--- src/rtl/uart_pkg.sv ---
// uart_pkg: shared UART baud-generator defaults and the divisor config record
// rev 1.0
`default_nettype none

package uart_pkg;

  localparam int DIV_W_DEF      = 16;
  localparam int FRAC_W_DEF     = 4;
  localparam int OVERSAMPLE_DEF = 16;

  typedef struct packed {
    logic [DIV_W_DEF-1:0]  div_int;
    logic [FRAC_W_DEF-1:0] div_frac;
  } baud_cfg_t;

endpackage

`default_nettype wire

--- src/rtl/uart_frac_div.sv ---
// uart_frac_div: fractional clock divider core producing one os event per interval
// rev 1.0
`default_nettype none

module uart_frac_div
  import uart_pkg::*;
#(
  parameter int DIV_W  = DIV_W_DEF,
  parameter int FRAC_W = FRAC_W_DEF
) (
  input  logic              clk,
  input  logic              rst,
  input  logic              en,
  input  logic              clear,
  input  logic [DIV_W-1:0]  div_int,
  input  logic [FRAC_W-1:0] div_frac,
  output logic              os_ev
);

  logic [DIV_W-1:0]  cnt_q;
  logic [FRAC_W-1:0] acc_q;
  logic              carry_q;
  logic [DIV_W-1:0]  limit;

  // A carry out of the fractional accumulator stretches the next interval by one clock.
  assign limit = div_int - DIV_W'(1) + DIV_W'(carry_q);
  assign os_ev = en && !clear && (cnt_q == limit);

  always_ff @(posedge clk) begin
    if (rst || clear) begin
      cnt_q   <= '0;
      acc_q   <= '0;
      carry_q <= 1'b0;
    end else if (en) begin
      if (os_ev) begin
        cnt_q            <= '0;
        {carry_q, acc_q} <= {1'b0, acc_q} + {1'b0, div_frac};
      end else begin
        cnt_q <= cnt_q + DIV_W'(1);
      end
    end
  end

endmodule

`default_nettype wire

--- src/rtl/uart_baud_gen.sv ---
// uart_baud_gen: oversample/bit/mid-bit tick generator with shadowed divisor reconfiguration
// rev 1.0
`default_nettype none

module uart_baud_gen
  import uart_pkg::*;
#(
  parameter int DIV_W      = DIV_W_DEF,
  parameter int FRAC_W     = FRAC_W_DEF,
  parameter int OVERSAMPLE = OVERSAMPLE_DEF
) (
  input  logic              clk,
  input  logic              rst,
  input  logic              en,
  input  logic              resync,
  input  logic              load,
  input  logic [DIV_W-1:0]  div_int,
  input  logic [FRAC_W-1:0] div_frac,
  output logic              os_tick,
  output logic              bit_tick,
  output logic              mid_tick,
  output logic              cfg_pend,
  output logic              cfg_err
);

  localparam int OS_W = $clog2(OVERSAMPLE);

  logic [DIV_W-1:0]  act_int_q, shd_int_q;
  logic [FRAC_W-1:0] act_frac_q, shd_frac_q;
  logic              pend_q;
  logic [OS_W-1:0]   os_cnt_q, os_cnt_d;
  logic              os_tick_q, bit_tick_q, mid_tick_q;
  logic              os_ev, bit_ev, mid_ev, err, commit;

  assign err    = (act_int_q == '0);
  assign bit_ev = os_ev && (os_cnt_q == OS_W'(OVERSAMPLE - 1));
  assign mid_ev = os_ev && (os_cnt_q == OS_W'(OVERSAMPLE / 2 - 1));
  // Divisor changes only land on a bit boundary, a resync, or while frozen.
  assign commit = bit_ev || resync || !en;

  uart_frac_div #(
    .DIV_W  (DIV_W),
    .FRAC_W (FRAC_W)
  ) u_frac_div (
    .clk      (clk),
    .rst      (rst),
    .en       (en),
    .clear    (resync || err),
    .div_int  (act_int_q),
    .div_frac (act_frac_q),
    .os_ev    (os_ev)
  );

  always_comb begin
    os_cnt_d = os_cnt_q + OS_W'(1);
    if (os_cnt_q == OS_W'(OVERSAMPLE - 1)) os_cnt_d = '0;
  end

  always_ff @(posedge clk) begin
    if (rst) begin
      act_int_q  <= '0;
      act_frac_q <= '0;
      shd_int_q  <= '0;
      shd_frac_q <= '0;
      pend_q     <= 1'b0;
      os_cnt_q   <= '0;
      os_tick_q  <= 1'b0;
      bit_tick_q <= 1'b0;
      mid_tick_q <= 1'b0;
    end else begin
      os_tick_q  <= os_ev;
      bit_tick_q <= bit_ev;
      mid_tick_q <= mid_ev;

      if (resync || err) begin
        os_cnt_q <= '0;
      end else if (os_ev) begin
        os_cnt_q <= os_cnt_d;
      end

      if (commit) begin
        if (load) begin
          act_int_q  <= div_int;
          act_frac_q <= div_frac;
        end else if (pend_q) begin
          act_int_q  <= shd_int_q;
          act_frac_q <= shd_frac_q;
        end
        pend_q <= 1'b0;
      end else if (load) begin
        shd_int_q  <= div_int;
        shd_frac_q <= div_frac;
        pend_q     <= 1'b1;
      end
    end
  end

  assign os_tick  = os_tick_q;
  assign bit_tick = bit_tick_q;
  assign mid_tick = mid_tick_q;
  assign cfg_pend = pend_q;
  assign cfg_err  = err;

endmodule

`default_nettype wire

--- config.mk ---
export PLATFORM = sky130hd
export DESIGN_NAME = uart_baud_gen
export DESIGN_NICKNAME = d
export VERILOG_FILES = /design/src/rtl/uart_pkg.sv /design/src/rtl/uart_frac_div.sv /design/src/rtl/uart_baud_gen.sv
export SDC_FILE = /design/constraint.sdc
export NUM_CORES = 1
export LEC_CHECK = 0
export ABC_CLOCK_PERIOD_IN_PS = 3600
export BUFFER_PORTS_ARGS = -buffer_cell sky130_fd_sc_hd__buf_2
export CAP_MARGIN = 20
export CORE_ASPECT_RATIO = 0.8
export CORE_UTILIZATION = 60
export CTS_CLUSTER_SIZE = 14
export DETAILED_ROUTE_END_ITERATION = 16
export GPL_ROUTABILITY_DRIVEN = 0
export PLACE_DENSITY = 0.77
export SLEW_MARGIN = 20
export SYNTH_ARGS = -nofsm -noshare
export SYNTH_HDL_FRONTEND = slang
export SYNTH_SLANG_ARGS = --single-unit
--- constraint.sdc ---
create_clock -name clk -period 3.6 [get_ports clk]
set_input_delay 0.18 -clock clk [delete_from_list [all_inputs] [get_ports clk]]
set_output_delay 0.18 -clock clk [all_outputs]
set_load 0.05 [all_outputs]
==> out/summary.txt <==
Cell Rows - 26
I/O pins - 30
Count of cell types in the netlist - 52
Initial antenna violation count - 0
Slew HR - 0.346
DRC - 0
Crit share post-route - 0.944
Clock Sinks - 69
Total GRT Usage - 0.264
Total number of vias - 3415
Number of max-cap violations - 0
Sw Share - 0.286
Drt wl/cell - 15.1 um
Post-DP HPWL - 6250 um
Post-synth top flop - dfxtp_1
CP Class - reg -> reg
Chip width - 92.9 um
Cts bufs inserted - 9
CP max FO - 20
CP Launch Type - register
Sw power - 0.504 mW
Total number of H-tree levels - 3
Root buffer cell - clkbuf_8
Net count, final - 522
Clk network pwr share - 0.349
Power Density - 409 nW/um^2
Worst-Margin Slew - 0.978 ns
Setup TNS - 0 ns
Largest net degree at the start of global routing - 77
Worst Skew - 0.00608 ns
Commonest cells after routing, fill and taps aside - dfxtp_1 (69), nor2_1 (59), nand2b_1 (44)
Core area - 6380 um^2
Share of cells above drive strength 1 - 0.126
First-pass GRT wire length - 14400 um
Min-delay src - div_frac[0]
Worst r2r dst - shd_int_q[10]
Net Count, Synth - 508
Setup slack, reg-to-reg - 0.20 ns
Syn_area_per_cell - 8.37 um^2
Remaining Overflow, GRT - 0
RSZ-0062 raised after global routing - no
CTS tree - done
Die ar. - 6940 um^2
Flop pwr share - 0.476
Final Critical Period - 3.40 ns
Slew Viols, Final - 0
Syn-to-layout area delta - 8.42%
Reg2Reg Depth - 10
Post-Syn Instances - 474
Lkg Pwr - 1.61 nW
Final hold vios - 0
PortBufs - 29
Max Fclk - 294 MHz
WP data required - 3.82 ns
Comb pwr share - 0.175
Min-Delay Endpoint - shd_frac_q[0]
Starting Density - 0.622
Die height - 74.7 um
Final setup viols - 0
Clk slew on worst S/H paths - 0.07 ns
DR iter-0 viols - 264
Hold_buf cts - 0
Mapped cell area - 3970 um^2
Total wire length - 8710 um
Clock Tree Buf Depth - 2
Worst R2R Start - act_int_q[0]
CP Data Arrival Time - 3.62 ns
Worst hold path depth - 3
Post-synthesis sequential area ratio - 0.348
Number of synthesized register bits - 69
Commonest non-fill, non-tap cell in the layout - dfxtp_1
Placed inst area - 4110 um^2
Max rail drop VDD - 0.296 mV
TritonRoute pass-1 iters - 5
Number of synthesized flops with an enable pin - 0
Antenna cells - 0
Detail Route Antenna Nets - 0
Status - finished clean
Hold_ws - 0.102 ns
Vias/cell - 5.94
Number of global-route vias before repair - 3095
Min-delay worst type - in -> reg
Worst setup EP type - register
Internal power - 1.26 mW
Post-synth ARST share - 0
Yosys warning total - 0
Clock latency on the worst-skew pair - 0.34 ns
Number of setup buffers added after CTS - 0
Finished Cell Area - 4300 um^2
Cts repair resizes - 0
==> sequential cells by signal, summed over array words and instances (netlist names), 4 cells and up <==
signal	flops
shd_int_q	16
shd_frac_q	4
act_frac_q	4
os_cnt_q	4
u_frac_div.cnt_q	16
act_int_q	16
u_frac_div.acc_q	4
==> through the flow <==
stage,utilization,power [mW],setup WS [ns],std cells
2_1_floorplan,-,1.08,0.389,474
4_1_cts,0.674,1.76,0.109,575
3_3_place_gp,0.644,1.14,0.232,561
6_report,0.674,1.76,0.201,575
5_1_grt,0.674,1.84,0.0265,575
3_5_place_dp,0.644,1.15,0.150,561
==> per-layer routing <==
layer  share of wire  global-route usage
met3           0.055              0.0626
met5               0                   0
met1            0.47               0.337
met4           0.013              0.0872
met2            0.47               0.449
==> cells in the mapped netlist, drive strengths merged, types with 7 or more instances <==
library cell | instances | area (um^2)
a21oi | 22 | 110
o32ai | 18 | 158
mux2i | 26 | 260
nand2b | 44 | 275
buf | 9 | 70.1
clkbuf | 22 | 82.6
nand3 | 7 | 35.0
o21ai | 7 | 35.0
inv | 28 | 105
nor2 | 59 | 221
nand2 | 17 | 63.8
ha | 8 | 100
nand4 | 11 | 68.8
xnor2 | 20 | 175
dfxtp | 69 | 1380
xor2 | 15 | 131
o22ai | 17 | 113
==> logic make-up after synthesis <==
logic type,after synthesis,synth area share
DFF,69,0.348
AOI/OAI and AO/OA,90,0.158
xor gates and xnor gates,35,0.0773
adders and majority gates,9,0.0303
and+or+nand+nor,186,0.255
muxes,26,0.0656
buffers and inverters,59,0.0650
==> cell type report <==
cell class | count | area (um^2)
Clock inverter | 4 | 50.0
Fill cell | 559 | 2080
Tap cell | 84 | 105
Clock buffer | 10 | 138
Inverter | 28 | 105
Timing Repair Buffer | 34 | 183
Multi-Input combinational cell | 346 | 2340
Sequential cell | 69 | 1380
==> how the worst max path moves through the flow <==
stage	startpoint	endpoint	slack, ns	depth (start not counted)
after global placement	act_int_q[0]	shd_frac_q[0]	0.23	10
final	act_int_q[0]	shd_int_q[10]	0.20	10
after global routing	act_int_q[0]	shd_int_q[13]	0.03	10
after CTS	act_int_q[0]	shd_int_q[10]	0.11	10
after floorplan	act_int_q[0]	shd_frac_q[0]	0.39	13
after detailed placement	act_int_q[0]	shd_int_q[10]	0.15	10
==> worst max-delay path: stages, from the launching register on <==
cell and delay, ns:
dfxtp_1 0.32, inv_1 0.08, ha_1 0.20, ha_1 0.25
or3b_1 0.43, o21ai_0 0.26, nand4_1 0.14, or4_1 0.52
or4_1 0.58, and3_4 0.34, mux2i_1 0.16
==> power groups by stage <==
| stage | Combinational, mW | Sequential, mW | Clock [mW] |
|---|---|---|---|
| floorplan | 0.244 | 0.838 | 0 |
| global placement | 0.291 | 0.853 | 0 |
| detailed placement | 0.301 | 0.853 | 0 |
| CTS | 0.303 | 0.836 | 0.624 |
| global route | 0.340 | 0.841 | 0.659 |
| finish | 0.309 | 0.838 | 0.614 |
Note: power is estimated with default switching activity, not from simulation.
